[src/rtl/sd_sector_arbiter.sv]
// Two-port sector arbiter in front of one SPI-mode SD controller.
// Define SD_ARB_RR_EN for round-robin arbitration; otherwise port 0 has fixed priority.
module sd_sector_arbiter #(
    parameter int unsigned BLOCK_BYTES = 512
) (
    input  logic        clk,
    input  logic        reset,
    input  logic        req0,
    input  logic        req1,
    input  logic        we0,
    input  logic        we1,
    input  logic [31:0] addr0,
    input  logic [31:0] addr1,
    input  logic [7:0]  din0,
    input  logic [7:0]  din1,
    output logic        gnt0,
    output logic        gnt1,
    output logic        dreq0,
    output logic        dreq1,
    output logic        dvalid0,
    output logic        dvalid1,
    output logic [7:0]  rdata,
    output logic        done0,
    output logic        done1,
    output logic        err,
    output logic        busy,
    input  logic        sd_ready,
    output logic        sd_rd,
    output logic        sd_wr,
    output logic [31:0] sd_address,
    output logic [7:0]  sd_din,
    input  logic [7:0]  sd_dout,
    input  logic        sd_byte_available,
    input  logic        sd_ready_for_next_byte
);

    localparam logic [2:0] IDLE      = 3'd0;
    localparam logic [2:0] ISSUE     = 3'd1;
    localparam logic [2:0] WAIT_BUSY = 3'd2;
    localparam logic [2:0] XFER      = 3'd3;
    localparam logic [2:0] FINISH    = 3'd4;

    logic [2:0]  state_q, state_d;
    logic        id_q, id_d;
    logic        we_q, we_d;
    logic [31:0] addr_q, addr_d;
    logic [9:0]  cnt_q, cnt_d;
    logic [7:0]  rdata_q, rdata_d;
    logic        bavail_q, rfnb_q;
    logic        dvalid0_q, dvalid0_d, dvalid1_q, dvalid1_d;
    logic        dreq0_q, dreq0_d, dreq1_q, dreq1_d;
    logic        done0_q, done0_d, done1_q, done1_d;
    logic        err_q, err_d;
    logic        busy_q;
`ifdef SD_ARB_RR_EN
    logic        ptr_q, ptr_d;
`endif

    logic        arb_go, win, win_we;
    logic [31:0] win_addr;
    logic        rd_edge, wr_edge;

    always_comb begin
        // No arbitration in a done cycle: the requester still holds req there.
        arb_go   = (state_q == IDLE) && sd_ready && (req0 || req1) && !(done0_q || done1_q);
`ifdef SD_ARB_RR_EN
        win      = (req0 && req1) ? ptr_q : req1;
`else
        win      = !req0;
`endif
        win_we   = win ? we1 : we0;
        win_addr = win ? addr1 : addr0;
        rd_edge  = sd_byte_available && !bavail_q;
        wr_edge  = sd_ready_for_next_byte && !rfnb_q;

        state_d   = state_q;
        id_d      = id_q;
        we_d      = we_q;
        addr_d    = addr_q;
        cnt_d     = cnt_q;
        rdata_d   = rdata_q;
        dvalid0_d = 1'b0;
        dvalid1_d = 1'b0;
        dreq0_d   = 1'b0;
        dreq1_d   = 1'b0;
        done0_d   = 1'b0;
        done1_d   = 1'b0;
        err_d     = 1'b0;
`ifdef SD_ARB_RR_EN
        ptr_d     = ptr_q;
`endif

        case (state_q)
            IDLE: begin
                if (arb_go) begin
                    if (win_addr[8:0] != 9'd0) begin
                        done0_d = !win;
                        done1_d = win;
                        err_d   = 1'b1;
                    end else begin
                        id_d    = win;
                        we_d    = win_we;
                        addr_d  = win_addr;
                        cnt_d   = '0;
                        state_d = ISSUE;
`ifdef SD_ARB_RR_EN
                        ptr_d   = !win;
`endif
                    end
                end
            end
            ISSUE:     state_d = sd_ready ? WAIT_BUSY : XFER;
            WAIT_BUSY: if (!sd_ready) state_d = XFER;
            XFER: begin
                if (rd_edge) begin
                    rdata_d   = sd_dout;
                    dvalid0_d = !id_q;
                    dvalid1_d = id_q;
                    if (cnt_q != 10'd1023) cnt_d = cnt_q + 10'd1;
                end
                if (wr_edge) begin
                    dreq0_d = !id_q;
                    dreq1_d = id_q;
                end
                if (sd_ready) begin
                    // Use cnt_d so a byte arriving in the final cycle still counts.
                    done0_d = !id_q;
                    done1_d = id_q;
                    err_d   = !we_q && (cnt_d != 10'(BLOCK_BYTES));
                    state_d = FINISH;
                end
            end
            FINISH:  state_d = IDLE;
            default: state_d = IDLE;
        endcase
    end

    always_ff @(posedge clk) begin
        if (reset) begin
            state_q   <= IDLE;
            id_q      <= 1'b0;
            we_q      <= 1'b0;
            addr_q    <= '0;
            cnt_q     <= '0;
            rdata_q   <= '0;
            bavail_q  <= 1'b0;
            rfnb_q    <= 1'b0;
            dvalid0_q <= 1'b0;
            dvalid1_q <= 1'b0;
            dreq0_q   <= 1'b0;
            dreq1_q   <= 1'b0;
            done0_q   <= 1'b0;
            done1_q   <= 1'b0;
            err_q     <= 1'b0;
            busy_q    <= 1'b0;
`ifdef SD_ARB_RR_EN
            ptr_q     <= 1'b0;
`endif
        end else begin
            state_q   <= state_d;
            id_q      <= id_d;
            we_q      <= we_d;
            addr_q    <= addr_d;
            cnt_q     <= cnt_d;
            rdata_q   <= rdata_d;
            bavail_q  <= sd_byte_available;
            rfnb_q    <= sd_ready_for_next_byte;
            dvalid0_q <= dvalid0_d;
            dvalid1_q <= dvalid1_d;
            dreq0_q   <= dreq0_d;
            dreq1_q   <= dreq1_d;
            done0_q   <= done0_d;
            done1_q   <= done1_d;
            err_q     <= err_d;
            busy_q    <= (state_d != IDLE);
`ifdef SD_ARB_RR_EN
            ptr_q     <= ptr_d;
`endif
        end
    end

    assign gnt0       = (state_q != IDLE) && !id_q;
    assign gnt1       = (state_q != IDLE) && id_q;
    assign sd_rd      = ((state_q == ISSUE) || (state_q == WAIT_BUSY)) && !we_q;
    assign sd_wr      = ((state_q == ISSUE) || (state_q == WAIT_BUSY)) && we_q;
    assign sd_din     = gnt0 ? din0 : (gnt1 ? din1 : 8'hFF);
    assign sd_address = addr_q;
    assign rdata      = rdata_q;
    assign dvalid0    = dvalid0_q;
    assign dvalid1    = dvalid1_q;
    assign dreq0      = dreq0_q;
    assign dreq1      = dreq1_q;
    assign done0      = done0_q;
    assign done1      = done1_q;
    assign err        = err_q;
    assign busy       = busy_q;

endmodule
[config.mk]
export PLATFORM = sky130hd
export DESIGN_NAME = sd_sector_arbiter
export DESIGN_NICKNAME = d
export VERILOG_FILES = /design/src/rtl/sd_sector_arbiter.sv
export SDC_FILE = /design/constraint.sdc
export NUM_CORES = 1
export LEC_CHECK = 0
export ABC_CLOCK_PERIOD_IN_PS = 4340
export CORE_MARGIN = 5
export CORE_UTILIZATION = 30
export DETAILED_ROUTE_END_ITERATION = 6
export GPL_ROUTABILITY_DRIVEN = 0
export SYNTH_ARGS = -nofsm -noshare
export SYNTH_HDL_FRONTEND = slang
export SYNTH_SLANG_ARGS = --single-unit
export TNS_END_PERCENT = 1
[constraint.sdc]
create_clock -name clk -period 4.34 [get_ports clk]
set_input_delay 1.302 -clock clk [delete_from_list [all_inputs] [get_ports clk]]
set_output_delay 1.302 -clock clk [all_outputs]
set_load 0.02 [all_outputs]
==> results of run 1 <==
-- layer usage --
metal / vias up / GRT usage (%)
met1: 1386 / 19.25
met3: 11 / 6.685
met4: 0 / 4.487
li1: 1525 / -
met5: - / 0
met2: 132 / 26.06
-- power groups by stage --
| stage | clock [mW] | combinational [mW] | sequential [mW] |
|---|---|---|---|
| after floorplan | 0 | 0.0478 | 0.616 |
| after global placement | 0 | 0.150 | 0.614 |
| after detailed placement | 0 | 0.152 | 0.614 |
| after CTS | 0.546 | 0.152 | 0.600 |
| after global routing | 0.570 | 0.162 | 0.600 |
| final | 0.528 | 0.150 | 0.600 |
-- stage by stage --
stage | setup slack [ns] | instances | total power [mW]
floorplan | 1.474 | 344 | 0.6635
global placement | 0.5199 | 612 | 0.7637
detailed placement | 0.4932 | 612 | 0.7656
CTS | 0.4875 | 628 | 1.298
global route | 0.4227 | 628 | 1.332
finish | 0.4907 | 628 | 1.278
-- critical path: cells and delay by family --
kind,cells,cell delay (ns)
and+or+nand+nor,1,0.10
buffers and inverters,2,1.08
muxes,1,0.06
-- cells in the mapped netlist (2+ instances only) --
cell type / count / area, um2
sky130_fd_sc_hd__nand4_1: 4 / 25.02
sky130_fd_sc_hd__nor2_1: 45 / 168.9
sky130_fd_sc_hd__and3_1: 14 / 87.58
sky130_fd_sc_hd__inv_1: 6 / 22.52
sky130_fd_sc_hd__buf_1: 3 / 11.26
sky130_fd_sc_hd__buf_2: 3 / 15.01
sky130_fd_sc_hd__nor4_1: 4 / 25.02
sky130_fd_sc_hd__a211oi_1: 4 / 30.03
sky130_fd_sc_hd__nand2b_1: 4 / 25.02
sky130_fd_sc_hd__a211oi_2: 24 / 300.3
sky130_fd_sc_hd__o32ai_1: 3 / 26.28
sky130_fd_sc_hd__and2_1: 2 / 12.51
sky130_fd_sc_hd__nor2b_1: 3 / 18.77
sky130_fd_sc_hd__a21oi_1: 14 / 70.07
sky130_fd_sc_hd__nor4b_1: 2 / 17.52
sky130_fd_sc_hd__nor3_1: 8 / 40.04
sky130_fd_sc_hd__clkbuf_1: 18 / 67.56
sky130_fd_sc_hd__xnor2_1: 3 / 26.28
sky130_fd_sc_hd__a31oi_1: 2 / 12.51
sky130_fd_sc_hd__dfxtp_1: 65 / 1301
sky130_fd_sc_hd__nand3_1: 11 / 55.05
sky130_fd_sc_hd__nand3b_1: 2 / 15.01
sky130_fd_sc_hd__buf_4: 3 / 22.52
sky130_fd_sc_hd__and4_1: 3 / 26.28
sky130_fd_sc_hd__o31ai_1: 2 / 15.01
sky130_fd_sc_hd__nand2_1: 34 / 127.6
sky130_fd_sc_hd__mux2i_1: 34 / 340.3
sky130_fd_sc_hd__a311oi_1: 5 / 43.79
-- final cells by class --
type / count / area, um2
fillers: 1021 / 5315
multi-input cells: 245 / 1685
repair buffers: 160 / 1582
flip-flops and latches: 65 / 1301
well taps: 136 / 170.2
clock buffers: 9 / 123.9
clock inverters: 7 / 77.57
inverters: 6 / 22.52
-- how the worst max path moves through the flow --
| stage | startpoint | to | slack [ns] | cells after the start |
|---|---|---|---|---|
| final | din0[1] | sd_din[1] | 0.49 | 4 |
| after global routing | din1[1] | sd_din[1] | 0.42 | 4 |
| after CTS | din1[7] | sd_din[7] | 0.49 | 4 |
| after detailed placement | din1[7] | sd_din[7] | 0.49 | 4 |
| after global placement | din1[3] | sd_din[3] | 0.52 | 4 |
| after floorplan | din1[2] | sd_din[2] | 1.47 | 2 |
-- layout by cell type (no fill, tap or decap), types with 3 or more instances in the layout --
master                            instances
sky130_fd_sc_hd__nor2b_1                  3
sky130_fd_sc_hd__a211oi_1                 4
sky130_fd_sc_hd__nand2_1                 34
sky130_fd_sc_hd__mux2i_1                 34
sky130_fd_sc_hd__and4_1                   3
sky130_fd_sc_hd__buf_4                    4
sky130_fd_sc_hd__xnor2_1                  3
sky130_fd_sc_hd__clkdlybuf4s50_1        154
sky130_fd_sc_hd__nor4_1                   4
sky130_fd_sc_hd__a21oi_1                 14
sky130_fd_sc_hd__nor3_1                   8
sky130_fd_sc_hd__nor2_1                  45
sky130_fd_sc_hd__clkbuf_8                 9
sky130_fd_sc_hd__dfxtp_1                 65
sky130_fd_sc_hd__nand3_1                 11
sky130_fd_sc_hd__a211oi_2                24
sky130_fd_sc_hd__nand4_1                  4
sky130_fd_sc_hd__o32ai_1                  3
sky130_fd_sc_hd__and3_1                  14
sky130_fd_sc_hd__a311oi_1                 5
sky130_fd_sc_hd__inv_1                    6
sky130_fd_sc_hd__nand2b_1                 4
-- sequential cells by signal, summed over array words and instances (netlist names), 3 cells and up --
| name | flops |
|---|---|
| sd_address | 32 |
| cnt_q | 10 |
| rdata | 8 |
| state_q | 3 |
-- logic make-up (layout without fill, tap and decap cells) --
kind of cell | after synthesis | count (layout)
compound gates | 65 | 65
xor+xnor | 3 | 3
fa+ha+maj | 1 | 1
buf+inv | 34 | 182
flops | 65 | 65
mux | 34 | 34
simple gates | 142 | 142
==> impl_metrics.prom, run 1 <==
# TYPE chip_impl_metric gauge
chip_impl_info{name="status",value="completed"} 1
chip_impl_metric{name="worstPathMaxFanout",unit=""} 1
chip_impl_info{name="hold_path.startpoint",value="rfnb_q$_SDFF_PP0_"} 1
chip_impl_metric{name="final-setup-viol-count",unit=""} 0
chip_impl_metric{name="dieArea",unit="um2"} 12600
chip_impl_metric{name="power.combinational.fraction",unit="%"} 11.8
chip_impl_metric{name="worst_ep_required_time",unit="ns"} 3.04
chip_impl_metric{name="synthAdderAreaFrac",unit="%"} 0.3989
chip_impl_metric{name="maxSlewHeadroom",unit="%"} 46.44
chip_impl_metric{name="synth-xor-area-share",unit="%"} 0.8377
chip_impl_metric{name="start_util",unit="%"} 30.52
chip_impl_metric{name="via_count",unit=""} 3054
chip_impl_metric{name="ff2ff_path_depth",unit=""} 6
chip_impl_metric{name="drc",unit=""} 0
chip_impl_metric{name="drt_pre_antenna_iters",unit=""} 4
chip_impl_metric{name="worst-endpoint-arrival",unit="ns"} 2.55
chip_impl_metric{name="netlist_instances",unit=""} 344
chip_impl_metric{name="final_design_area_no_fill",unit="um2"} 4962
chip_impl_info{name="regToRegEndpoint",value="sd_address[22]$_SDFFE_PP0P_"} 1
chip_impl_metric{name="holdBufCountCts",unit=""} 0
chip_impl_metric{name="slew_violations",unit=""} 0
chip_impl_metric{name="cpPeakStageDelay",unit="ns"} 0.62
chip_impl_metric{name="worstHoldPathCells",unit=""} 1
chip_impl_metric{name="post-cts-setup-buffers",unit=""} 0
chip_impl_metric{name="worst_skew_pair.late_latency",unit="ns"} 0.35
chip_impl_metric{name="grt-ovfl-total",unit=""} 0
chip_impl_metric{name="cts.sink_count",unit=""} 65
chip_impl_metric{name="cts-htree-levels",unit=""} 3
chip_impl_metric{name="post_synth_num_cell_types",unit=""} 47
chip_impl_metric{name="p_sw",unit="mW"} 0.3128
chip_impl_metric{name="antenna_found_initial",unit=""} 0
chip_impl_metric{name="yosysSeqAreaShare",unit="%"} 41.48
chip_impl_info{name="cpMaxStageDelayCell",value="sky130_fd_sc_hd__clkdlybuf4s50_1"} 1
chip_impl_info{name="hold_path_end",value="dreq0$_SDFF_PP0_"} 1
chip_impl_metric{name="drv_cap",unit=""} 0
chip_impl_metric{name="detail_route.iter0.violations",unit=""} 88
chip_impl_metric{name="hpwlAfterDp",unit="mm"} 7.620
chip_impl_info{name="worstSetupStartpointType",value="input port"} 1
chip_impl_metric{name="clock_path_buffers",unit=""} 2
chip_impl_metric{name="global_route.usage.total",unit="%"} 15.94
chip_impl_metric{name="swShare",unit="%"} 24.48
chip_impl_metric{name="detailed_place.area",unit="um2"} 4761
chip_impl_info{name="criticalPathCategory",value="input port to output pin"} 1
chip_impl_metric{name="share_seq_of_total_power",unit="%"} 46.9
chip_impl_metric{name="finalWirelength",unit="mm"} 9.886
chip_impl_metric{name="grt_max_degree",unit=""} 35
chip_impl_metric{name="clock_power_share",unit="%"} 41.3
chip_impl_metric{name="timing.final.crit_share",unit="%"} 88.69
chip_impl_metric{name="wl_met3",unit="um"} 899
chip_impl_info{name="highest_layer",value="met4"} 1
chip_impl_metric{name="finish.net_count",unit=""} 585
chip_impl_metric{name="achievable-frequency",unit="GHz"} 0.2598
chip_impl_metric{name="internal_power",unit="mW"} 0.9650
chip_impl_metric{name="io_pins",unit=""} 157
chip_impl_metric{name="route.detailed.vias_per_inst",unit=""} 4.863
chip_impl_info{name="combinational_family_with_the_most_area_after_synthesis",value="simple AND/OR/NAND/NOR gates"} 1
chip_impl_metric{name="synth-compound-area-share",unit="%"} 19.03
chip_impl_metric{name="synth_fp_nets",unit=""} 442
chip_impl_metric{name="grt_pass1_wl",unit="mm"} 16.34
chip_impl_metric{name="ff2ff_setup_slack",unit="ns"} 2.15
chip_impl_metric{name="power.leakage",unit="nW"} 1.750
chip_impl_metric{name="finalHoldWorstSlack",unit="ns"} 0.4305
chip_impl_info{name="root_buffer",value="sky130_fd_sc_hd__clkbuf_8"} 1
chip_impl_metric{name="final.setup_skew",unit="ns"} 0.01041
chip_impl_info{name="crit_chain",value="clkdlybuf4s50_1, mux2i_1, nand2_1, clkdlybuf4s50_1"} 1
chip_impl_metric{name="row_count",unit=""} 37
chip_impl_metric{name="final_hold_viol_count",unit=""} 0
chip_impl_metric{name="cts-buffers-inserted",unit=""} 9
chip_impl_metric{name="antenna_violating_nets_left",unit=""} 0
chip_impl_info{name="timing.critical_path.mode_cell",value="sky130_fd_sc_hd__clkdlybuf4s50_1"} 1
chip_impl_metric{name="post_synth_mux_area_share",unit="%"} 10.85
chip_impl_metric{name="postSynthRegisterBits",unit=""} 65
chip_impl_metric{name="io_buffer_count",unit=""} 156
chip_impl_metric{name="final_core_utilization",unit="%"} 48.28
chip_impl_info{name="tritoncts",value="yes"} 1
chip_impl_info{name="rr_startpoint",value="state_q[2]$_SDFF_PP0_"} 1
chip_impl_metric{name="routed-wl-met2",unit="mm"} 4.447
chip_impl_metric{name="peakVddDrop",unit="mV"} 0.1595
chip_impl_metric{name="core_region_area",unit="um2"} 10280
chip_impl_metric{name="ctsResizeCount",unit=""} 0
chip_impl_metric{name="ys.warnings.count",unit=""} 0
chip_impl_metric{name="antenna_cells_inserted",unit=""} 0
chip_impl_metric{name="fp.dieH",unit="um"} 112.3
chip_impl_metric{name="die_width",unit="um"} 112.3
chip_impl_metric{name="syn-mean-instance-area",unit="um2"} 9.118
chip_impl_info{name="end_kind",value="output pin"} 1
chip_impl_metric{name="synthArstFlopShare",unit="%"} 0
chip_impl_metric{name="via_count_of_the_first_global_routing_pass",unit=""} 3187
chip_impl_metric{name="synth.cell_area",unit="um2"} 3137
chip_impl_metric{name="wl_per_cell",unit="um"} 15.74
chip_impl_metric{name="power_density",unit="nW/um2"} 257.5
chip_impl_info{name="unrepaired_setup_endpoints_after_global_routing",value="no"} 1
chip_impl_info{name="ys_dominant_reg_cell",value="sky130_fd_sc_hd__dfxtp_1"} 1
chip_impl_metric{name="area_growth_syn_to_layout",unit="%"} 58.20
chip_impl_metric{name="worst-slew-pin-transition",unit="ns"} 0.8022
chip_impl_metric{name="post_synth_and_or_nand_nor_area_fraction",unit="%"} 22.62
chip_impl_info{name="hold_class",value="flip-flop to flip-flop"} 1
chip_impl_metric{name="clock_pin_slew_worst_setup_and_hold_paths",unit="ns"} 0.08
chip_impl_metric{name="period_minus_slack",unit="ns"} 3.849
chip_impl_metric{name="drive_gt1_share",unit="%"} 10.16
chip_impl_metric{name="wl_met1",unit="mm"} 4.420
chip_impl_metric{name="timing.setup.tns",unit="ns"} 0
chip_impl_metric{name="synth_enable_flop_cells",unit=""} 0
Power figures use the tool's default switching activity.
==> run 2: changes to the inputs <==
--- a/config.mk
+++ b/config.mk
@@ -5,11 +5,15 @@
 export SDC_FILE = /design/constraint.sdc
 export NUM_CORES = 1
 export LEC_CHECK = 0
-export ABC_CLOCK_PERIOD_IN_PS = 4340
+export ABC_CLOCK_PERIOD_IN_PS = 4800
+export CELL_PAD_IN_SITES_DETAIL_PLACEMENT = 1
+export CELL_PAD_IN_SITES_GLOBAL_PLACEMENT = 1
 export CORE_MARGIN = 5
 export CORE_UTILIZATION = 30
+export CTS_CLUSTER_DIAMETER = 200
 export DETAILED_ROUTE_END_ITERATION = 6
 export GPL_ROUTABILITY_DRIVEN = 0
+export PLACE_DENSITY_LB_ADDON = 0.1
 export SYNTH_ARGS = -nofsm -noshare
 export SYNTH_HDL_FRONTEND = slang
 export SYNTH_SLANG_ARGS = --single-unit
==> constraint.sdc (replaced) <==
create_clock -name clk -period 4.8 [get_ports clk]
set_input_delay 1.44 -clock clk [delete_from_list [all_inputs] [get_ports clk]]
set_output_delay 1.44 -clock clk [all_outputs]
set_load 0.02 [all_outputs]
==> run 2 against run 1 <==
Effect of this change: global-route usage is 0.19 points higher; highest routed layer unchanged; critical path type unchanged; die area did not move; worst hold slack improved by 0.0065 ns; non-clock buffer count fell by 1.
==> impl_metrics.prom, run 2 (synthesized netlist as in run 1, its figures left out) <==
# TYPE chip_impl_metric gauge
chip_impl_info{name="status",value="completed"} 1
chip_impl_metric{name="timing.final.ws_setup",unit="ns"} 0.6802
chip_impl_metric{name="route.detailed.vias_per_inst",unit=""} 4.850
chip_impl_metric{name="holdBufCountCts",unit=""} 0
chip_impl_metric{name="post-cts-setup-buffers",unit=""} 0
chip_impl_metric{name="instances_no_fill",unit=""} 627
chip_impl_metric{name="detail_route.iter0.violations",unit=""} 101
chip_impl_metric{name="die_width",unit="um"} 112.3
chip_impl_metric{name="nFillCells",unit=""} 1178
chip_impl_metric{name="grt_max_degree",unit=""} 52
chip_impl_info{name="hold_class",value="flip-flop to flip-flop"} 1
chip_impl_metric{name="wl_per_cell",unit="um"} 16.23
chip_impl_metric{name="antenna_cells_inserted",unit=""} 0
chip_impl_info{name="worstSetupStartpointType",value="input port"} 1
chip_impl_metric{name="slew_violations",unit=""} 0
chip_impl_metric{name="drive_gt1_share",unit="%"} 9.980
chip_impl_metric{name="worst_skew_pair.late_latency",unit="ns"} 0.34
chip_impl_metric{name="antenna_violating_nets_left",unit=""} 0
chip_impl_info{name="regToRegEndpoint",value="sd_address[25]$_SDFFE_PP0P_"} 1
chip_impl_metric{name="achievable-frequency",unit="GHz"} 0.2427
chip_impl_metric{name="timing.final.crit_share",unit="%"} 85.83
chip_impl_info{name="end_kind",value="output pin"} 1
chip_impl_metric{name="final-setup-viol-count",unit=""} 0
chip_impl_metric{name="core_region_area",unit="um2"} 10280
chip_impl_metric{name="timing.setup.tns",unit="ns"} 0
chip_impl_metric{name="drt_pre_antenna_iters",unit=""} 4
chip_impl_metric{name="global_route.usage.total",unit="%"} 16.13
chip_impl_info{name="rr_startpoint",value="state_q[0]$_SDFF_PP0_"} 1
chip_impl_info{name="final_cell_mix",value="154 x sky130_fd_sc_hd__clkdlybuf4s50_1, 65 x sky130_fd_sc_hd__dfxtp_1, 45 x sky130_fd_sc_hd__nor2_1"} 1
chip_impl_info{name="root_buffer",value="sky130_fd_sc_hd__clkbuf_8"} 1
chip_impl_metric{name="post-place-ws",unit="ns"} 0.6655
chip_impl_metric{name="worst_ep_required_time",unit="ns"} 3.36
chip_impl_metric{name="area_growth_syn_to_layout",unit="%"} 58.08
chip_impl_metric{name="antenna_found_initial",unit=""} 0
chip_impl_metric{name="seqCellArea",unit="um2"} 1301
chip_impl_metric{name="final.setup_skew",unit="ns"} 0.006606
chip_impl_metric{name="peakVddDrop",unit="mV"} 0.1599
chip_impl_metric{name="power.leakage",unit="nW"} 1.743
chip_impl_metric{name="grt_pass1_wl",unit="mm"} 16.76
chip_impl_metric{name="maxSlewHeadroom",unit="%"} 46.08
chip_impl_metric{name="ff2ff_setup_slack",unit="ns"} 2.40
chip_impl_metric{name="ctsResizeCount",unit=""} 0
chip_impl_metric{name="fp.dieH",unit="um"} 112.3
chip_impl_metric{name="cts.sink_count",unit=""} 65
chip_impl_metric{name="io_buffer_count",unit=""} 156
chip_impl_metric{name="hpwlAfterDp",unit="mm"} 7.713
chip_impl_metric{name="worst-endpoint-arrival",unit="ns"} 2.68
chip_impl_metric{name="clock_path_buffers",unit=""} 2
chip_impl_metric{name="start_util",unit="%"} 30.52
chip_impl_metric{name="cts-htree-levels",unit=""} 3
chip_impl_metric{name="via_count_of_the_first_global_routing_pass",unit=""} 3260
chip_impl_metric{name="io_pins",unit=""} 157
chip_impl_metric{name="power_density",unit="nW/um2"} 233.2
chip_impl_metric{name="grt-ovfl-total",unit=""} 0
chip_impl_metric{name="via_count",unit=""} 3041
chip_impl_metric{name="finalWirelength",unit="mm"} 10.18
chip_impl_metric{name="drv_cap",unit=""} 0
chip_impl_metric{name="number_of_flip_flops_under_the_largest_register_name",unit=""} 32
chip_impl_metric{name="ff2ff_path_depth",unit=""} 6
chip_impl_metric{name="dpl.cell_count",unit=""} 611
chip_impl_metric{name="final_hold_viol_count",unit=""} 0
chip_impl_metric{name="multiInputGateArea",unit="um2"} 1685
chip_impl_info{name="startpoint_of_the_most_critical_setup_path",value="din0[6]"} 1
chip_impl_metric{name="drc",unit=""} 0
chip_impl_info{name="most_common_cell_after_layout_fill_and_taps_aside",value="sky130_fd_sc_hd__clkdlybuf4s50_1"} 1
chip_impl_metric{name="cts-buffers-inserted",unit=""} 9
chip_impl_metric{name="dieArea",unit="um2"} 12600
chip_impl_metric{name="finish.net_count",unit=""} 584
chip_impl_metric{name="row_count",unit=""} 37
chip_impl_info{name="unrepaired_setup_endpoints_after_global_routing",value="no"} 1
chip_impl_metric{name="final_design_area_no_fill",unit="um2"} 4959
chip_impl_metric{name="period_minus_slack",unit="ns"} 4.120
chip_impl_metric{name="finalHoldWorstSlack",unit="ns"} 0.4371
chip_impl_metric{name="worstPathMaxFanout",unit=""} 1
chip_impl_metric{name="worst-slew-pin-transition",unit="ns"} 0.8077
chip_impl_metric{name="detailed_place.area",unit="um2"} 4753
chip_impl_info{name="hold_path.startpoint",value="rfnb_q$_SDFF_PP0_"} 1
chip_impl_info{name="tritoncts",value="yes"} 1
chip_impl_info{name="criticalPathCategory",value="input port to output pin"} 1
chip_impl_metric{name="clock_pin_slew_worst_setup_and_hold_paths",unit="ns"} 0.07
chip_impl_info{name="timing.critical_path.to",value="sd_din[6]"} 1
## run 2: layout make-up
| cell class | instances | share of cell area [%] |
|---|---|---|
| multi-input cells | 245 | 33.99 |
| repair buffers | 159 | 31.74 |
| flip-flops and latches | 65 | 26.24 |
| well taps | 136 | 3.432 |
| clock buffers | 10 | 2.776 |
| clock inverters | 6 | 1.363 |
| inverters | 6 | 0.4542 |
## run 2: worst max-delay path: stages
cell	delay (ns)
sky130_fd_sc_hd__clkdlybuf4s50_1	0.46
sky130_fd_sc_hd__mux2i_1	0.06
sky130_fd_sc_hd__nand2_1	0.10
sky130_fd_sc_hd__clkdlybuf4s50_1	0.61
## run 2: worst min-delay path by stage
stage | depth (start not counted) | to
floorplan | 1 | dreq1$_SDFF_PP0_
global placement | 1 | dreq0$_SDFF_PP0_
detailed placement | 1 | dreq0$_SDFF_PP0_
CTS | 1 | dreq0$_SDFF_PP0_
global route | 1 | dreq0$_SDFF_PP0_
finish | 1 | dreq0$_SDFF_PP0_
## run 2: per-layer routing
layer	vias up	global-route usage, %	routed length (um)
met5	-	0	0
met4	0	4.567	127
met3	10	7.224	1053
met2	122	25.23	4404
met1	1389	20.14	4594
li1	1520	-	-
## run 2: report_power, final
part	internal [mW]	switching, mW	total, mW	leakage (nW)
clock network	0.255	0.224	0.478	0.0985
registers	0.541	0.00135	0.542	0.524
logic	0.0873	0.0484	0.136	1.12
total	0.883	0.273	1.16	1.74
## run 2: through the flow
step / util, % / power, mW
finish: 48.25 / 1.156
global route: 48.25 / 1.209
CTS: 48.25 / 1.177
detailed placement: 46.25 / 0.6923
global placement: 46.25 / 0.6900
floorplan: - / 0.5999
==> run 3: changes to the inputs <==
--- a/config.mk
+++ b/config.mk
@@ -13,6 +13,7 @@
 export CTS_CLUSTER_DIAMETER = 200
 export DETAILED_ROUTE_END_ITERATION = 6
 export GPL_ROUTABILITY_DRIVEN = 0
+export MAX_ROUTING_LAYER = met4
 export PLACE_DENSITY_LB_ADDON = 0.1
 export SYNTH_ARGS = -nofsm -noshare
 export SYNTH_HDL_FRONTEND = slang
==> run 3 against run 2 <==
Effect of this change: routed wire length about the same; clock power about the same; sequential cell count unchanged; cell count unchanged; sequential power about the same; setup slack worse by 0.0017 ns; first-iteration DRC count up 20%; via count up 0.49%.
==> impl_metrics.prom, run 3 (synthesized netlist as in run 1, its figures left out) <==
# TYPE chip_impl_metric gauge
chip_impl_info{name="status",value="completed"} 1
chip_impl_metric{name="cts.sink_count",unit=""} 65
chip_impl_metric{name="hpwlAfterDp",unit="mm"} 7.713
chip_impl_metric{name="via_count",unit=""} 3056
chip_impl_metric{name="antenna_cells_inserted",unit=""} 0
chip_impl_metric{name="grt_max_degree",unit=""} 52
chip_impl_metric{name="clock_power_share",unit="%"} 41.3
chip_impl_metric{name="worst_ep_required_time",unit="ns"} 3.36
chip_impl_metric{name="final-setup-viol-count",unit=""} 0
chip_impl_info{name="regToRegEndpoint",value="sd_address[25]$_SDFFE_PP0P_"} 1
chip_impl_info{name="hold_class",value="flip-flop to flip-flop"} 1
chip_impl_info{name="final_cell_mix",value="154 x sky130_fd_sc_hd__clkdlybuf4s50_1, 65 x sky130_fd_sc_hd__dfxtp_1, 45 x sky130_fd_sc_hd__nor2_1"} 1
chip_impl_metric{name="p_sw",unit="mW"} 0.2717
chip_impl_metric{name="ff2ff_path_depth",unit=""} 6
chip_impl_metric{name="swShare",unit="%"} 23.53
chip_impl_metric{name="die_width",unit="um"} 112.3
chip_impl_info{name="hold_path_end",value="dreq0$_SDFF_PP0_"} 1
chip_impl_metric{name="timing.setup.tns",unit="ns"} 0
chip_impl_metric{name="period_minus_slack",unit="ns"} 4.121
chip_impl_metric{name="drc",unit=""} 0
chip_impl_metric{name="wl_per_cell",unit="um"} 16.22
chip_impl_metric{name="holdBufCountCts",unit=""} 0
chip_impl_metric{name="maxSlewHeadroom",unit="%"} 46.15
chip_impl_metric{name="ff2ff_setup_slack",unit="ns"} 2.40
chip_impl_metric{name="antenna_violating_nets_left",unit=""} 0
chip_impl_metric{name="drt_pre_antenna_iters",unit=""} 4
chip_impl_metric{name="core_region_area",unit="um2"} 10280
chip_impl_metric{name="fp.dieH",unit="um"} 112.3
chip_impl_metric{name="power.leakage",unit="nW"} 1.743
chip_impl_metric{name="cts-htree-levels",unit=""} 3
chip_impl_metric{name="finalWirelength",unit="mm"} 10.17
chip_impl_metric{name="global_route.usage.total",unit="%"} 16.59
chip_impl_info{name="criticalPathCategory",value="input port to output pin"} 1
chip_impl_metric{name="io_buffer_count",unit=""} 156
chip_impl_metric{name="instances_no_fill",unit=""} 627
chip_impl_info{name="rr_startpoint",value="state_q[0]$_SDFF_PP0_"} 1
chip_impl_metric{name="detail_route.iter0.violations",unit=""} 121
chip_impl_metric{name="area_growth_syn_to_layout",unit="%"} 58.08
chip_impl_metric{name="dpl.cell_count",unit=""} 611
chip_impl_metric{name="number_of_flip_flops_under_the_largest_register_name",unit=""} 32
chip_impl_info{name="unrepaired_setup_endpoints_after_global_routing",value="no"} 1
chip_impl_metric{name="worstPathMaxFanout",unit=""} 1
chip_impl_metric{name="timing.final.crit_share",unit="%"} 85.86
chip_impl_metric{name="grt_pass1_wl",unit="mm"} 16.70
chip_impl_metric{name="internal_power",unit="mW"} 0.8832
chip_impl_info{name="hold_path.startpoint",value="rfnb_q$_SDFF_PP0_"} 1
chip_impl_metric{name="io_pins",unit=""} 157
chip_impl_metric{name="final.setup_skew",unit="ns"} 0.006314
chip_impl_metric{name="dieArea",unit="um2"} 12600
chip_impl_info{name="tritoncts",value="yes"} 1
chip_impl_info{name="most_common_cell_after_layout_fill_and_taps_aside",value="sky130_fd_sc_hd__clkdlybuf4s50_1"} 1
chip_impl_metric{name="final_hold_viol_count",unit=""} 0
chip_impl_metric{name="power_density",unit="nW/um2"} 232.9
chip_impl_metric{name="worstHoldPathCells",unit=""} 1
chip_impl_metric{name="via_count_of_the_first_global_routing_pass",unit=""} 3273
chip_impl_metric{name="worst_skew_pair.late_latency",unit="ns"} 0.33
chip_impl_info{name="root_buffer",value="sky130_fd_sc_hd__clkbuf_8"} 1
chip_impl_metric{name="ctsResizeCount",unit=""} 0
chip_impl_metric{name="drv_cap",unit=""} 0
chip_impl_metric{name="worst-endpoint-arrival",unit="ns"} 2.68
chip_impl_metric{name="final_core_utilization",unit="%"} 48.25
chip_impl_info{name="end_kind",value="output pin"} 1
chip_impl_info{name="worstSetupStartpointType",value="input port"} 1
chip_impl_metric{name="grt-ovfl-total",unit=""} 0
chip_impl_metric{name="antenna_found_initial",unit=""} 0
chip_impl_metric{name="slew_violations",unit=""} 0
chip_impl_metric{name="peakVddDrop",unit="mV"} 0.1598
chip_impl_metric{name="achievable-frequency",unit="GHz"} 0.2426
chip_impl_metric{name="post-cts-setup-buffers",unit=""} 0
chip_impl_metric{name="drive_gt1_share",unit="%"} 9.980
chip_impl_metric{name="finish.net_count",unit=""} 584
chip_impl_metric{name="start_util",unit="%"} 30.52
chip_impl_metric{name="route.detailed.vias_per_inst",unit=""} 4.874
chip_impl_metric{name="row_count",unit=""} 37
chip_impl_metric{name="worst-slew-pin-transition",unit="ns"} 0.8067
chip_impl_metric{name="clock_path_buffers",unit=""} 2
chip_impl_metric{name="nFillCells",unit=""} 1178
chip_impl_metric{name="power.combinational.fraction",unit="%"} 11.8
chip_impl_metric{name="share_seq_of_total_power",unit="%"} 47.0
chip_impl_metric{name="clock_pin_slew_worst_setup_and_hold_paths",unit="ns"} 0.07
chip_impl_metric{name="cts-buffers-inserted",unit=""} 9
[run 3: cell counts in the layout (fill, tap and decap cells not counted)]
Identical to the previous run, type by type.
[run 3: power groups by stage]
stage	registers, mW	clock network [mW]	logic [mW]
3_3_place_gp	0.555	0	0.135
5_1_grt	0.543	0.520	0.146
3_5_place_dp	0.555	0	0.137
4_1_cts	0.543	0.497	0.138
2_1_floorplan	0.557	0	0.0433
6_report	0.543	0.477	0.136
[run 3: area by class of cell]
type                            instances  area, um2  area share (%)
Sequential cell                        65       1301           26.24
Clock inverter                          6      67.56           1.363
Tap cell                              136      170.2           3.432
Clock buffer                           10      137.6           2.776
Timing Repair Buffer                  159       1574           31.74
Multi-Input combinational cell        245       1685           33.99
Inverter                                6      22.52          0.4542
[run 3: how the worst max path moves through the flow]
stage	startpoint	slack, ns	to	depth (start not counted)
floorplan	din1[2]	1.66	sd_din[2]	2
global placement	din0[6]	0.69	sd_din[6]	4
detailed placement	din0[6]	0.67	sd_din[6]	4
finish	din0[6]	0.68	sd_din[6]	4
CTS	din0[6]	0.66	sd_din[6]	4
global route	din0[6]	0.61	sd_din[6]	4
[run 3: worst max-delay path, cell delays in order]
cell and delay [ns]:
sky130_fd_sc_hd__clkdlybuf4s50_1 0.46, sky130_fd_sc_hd__mux2i_1 0.06, sky130_fd_sc_hd__nand2_1 0.10, sky130_fd_sc_hd__clkdlybuf4s50_1 0.61
[run 3: stage by stage]
step	worst slack [ns]	cell area [um2]	power, mW	hold slack [ns]
2_1_floorplan	1.658	3137	0.5999	0.4006
3_3_place_gp	0.6925	4753	0.6900	0.4067
4_1_cts	0.6597	4959	1.177	0.4379
5_1_grt	0.6143	4959	1.209	0.4525
6_report	0.6785	4959	1.155	0.4377
3_5_place_dp	0.6655	4753	0.6923	0.4199
[run 3: routing by layer]
metal  up-vias  track usage (%)  routed length [um]
li1       1522                -                   -
met3         9            5.606                 852
met5         -                -                   0
met1      1396            21.00                4763
met4         0            4.567                 104
met2       129            25.35                4452
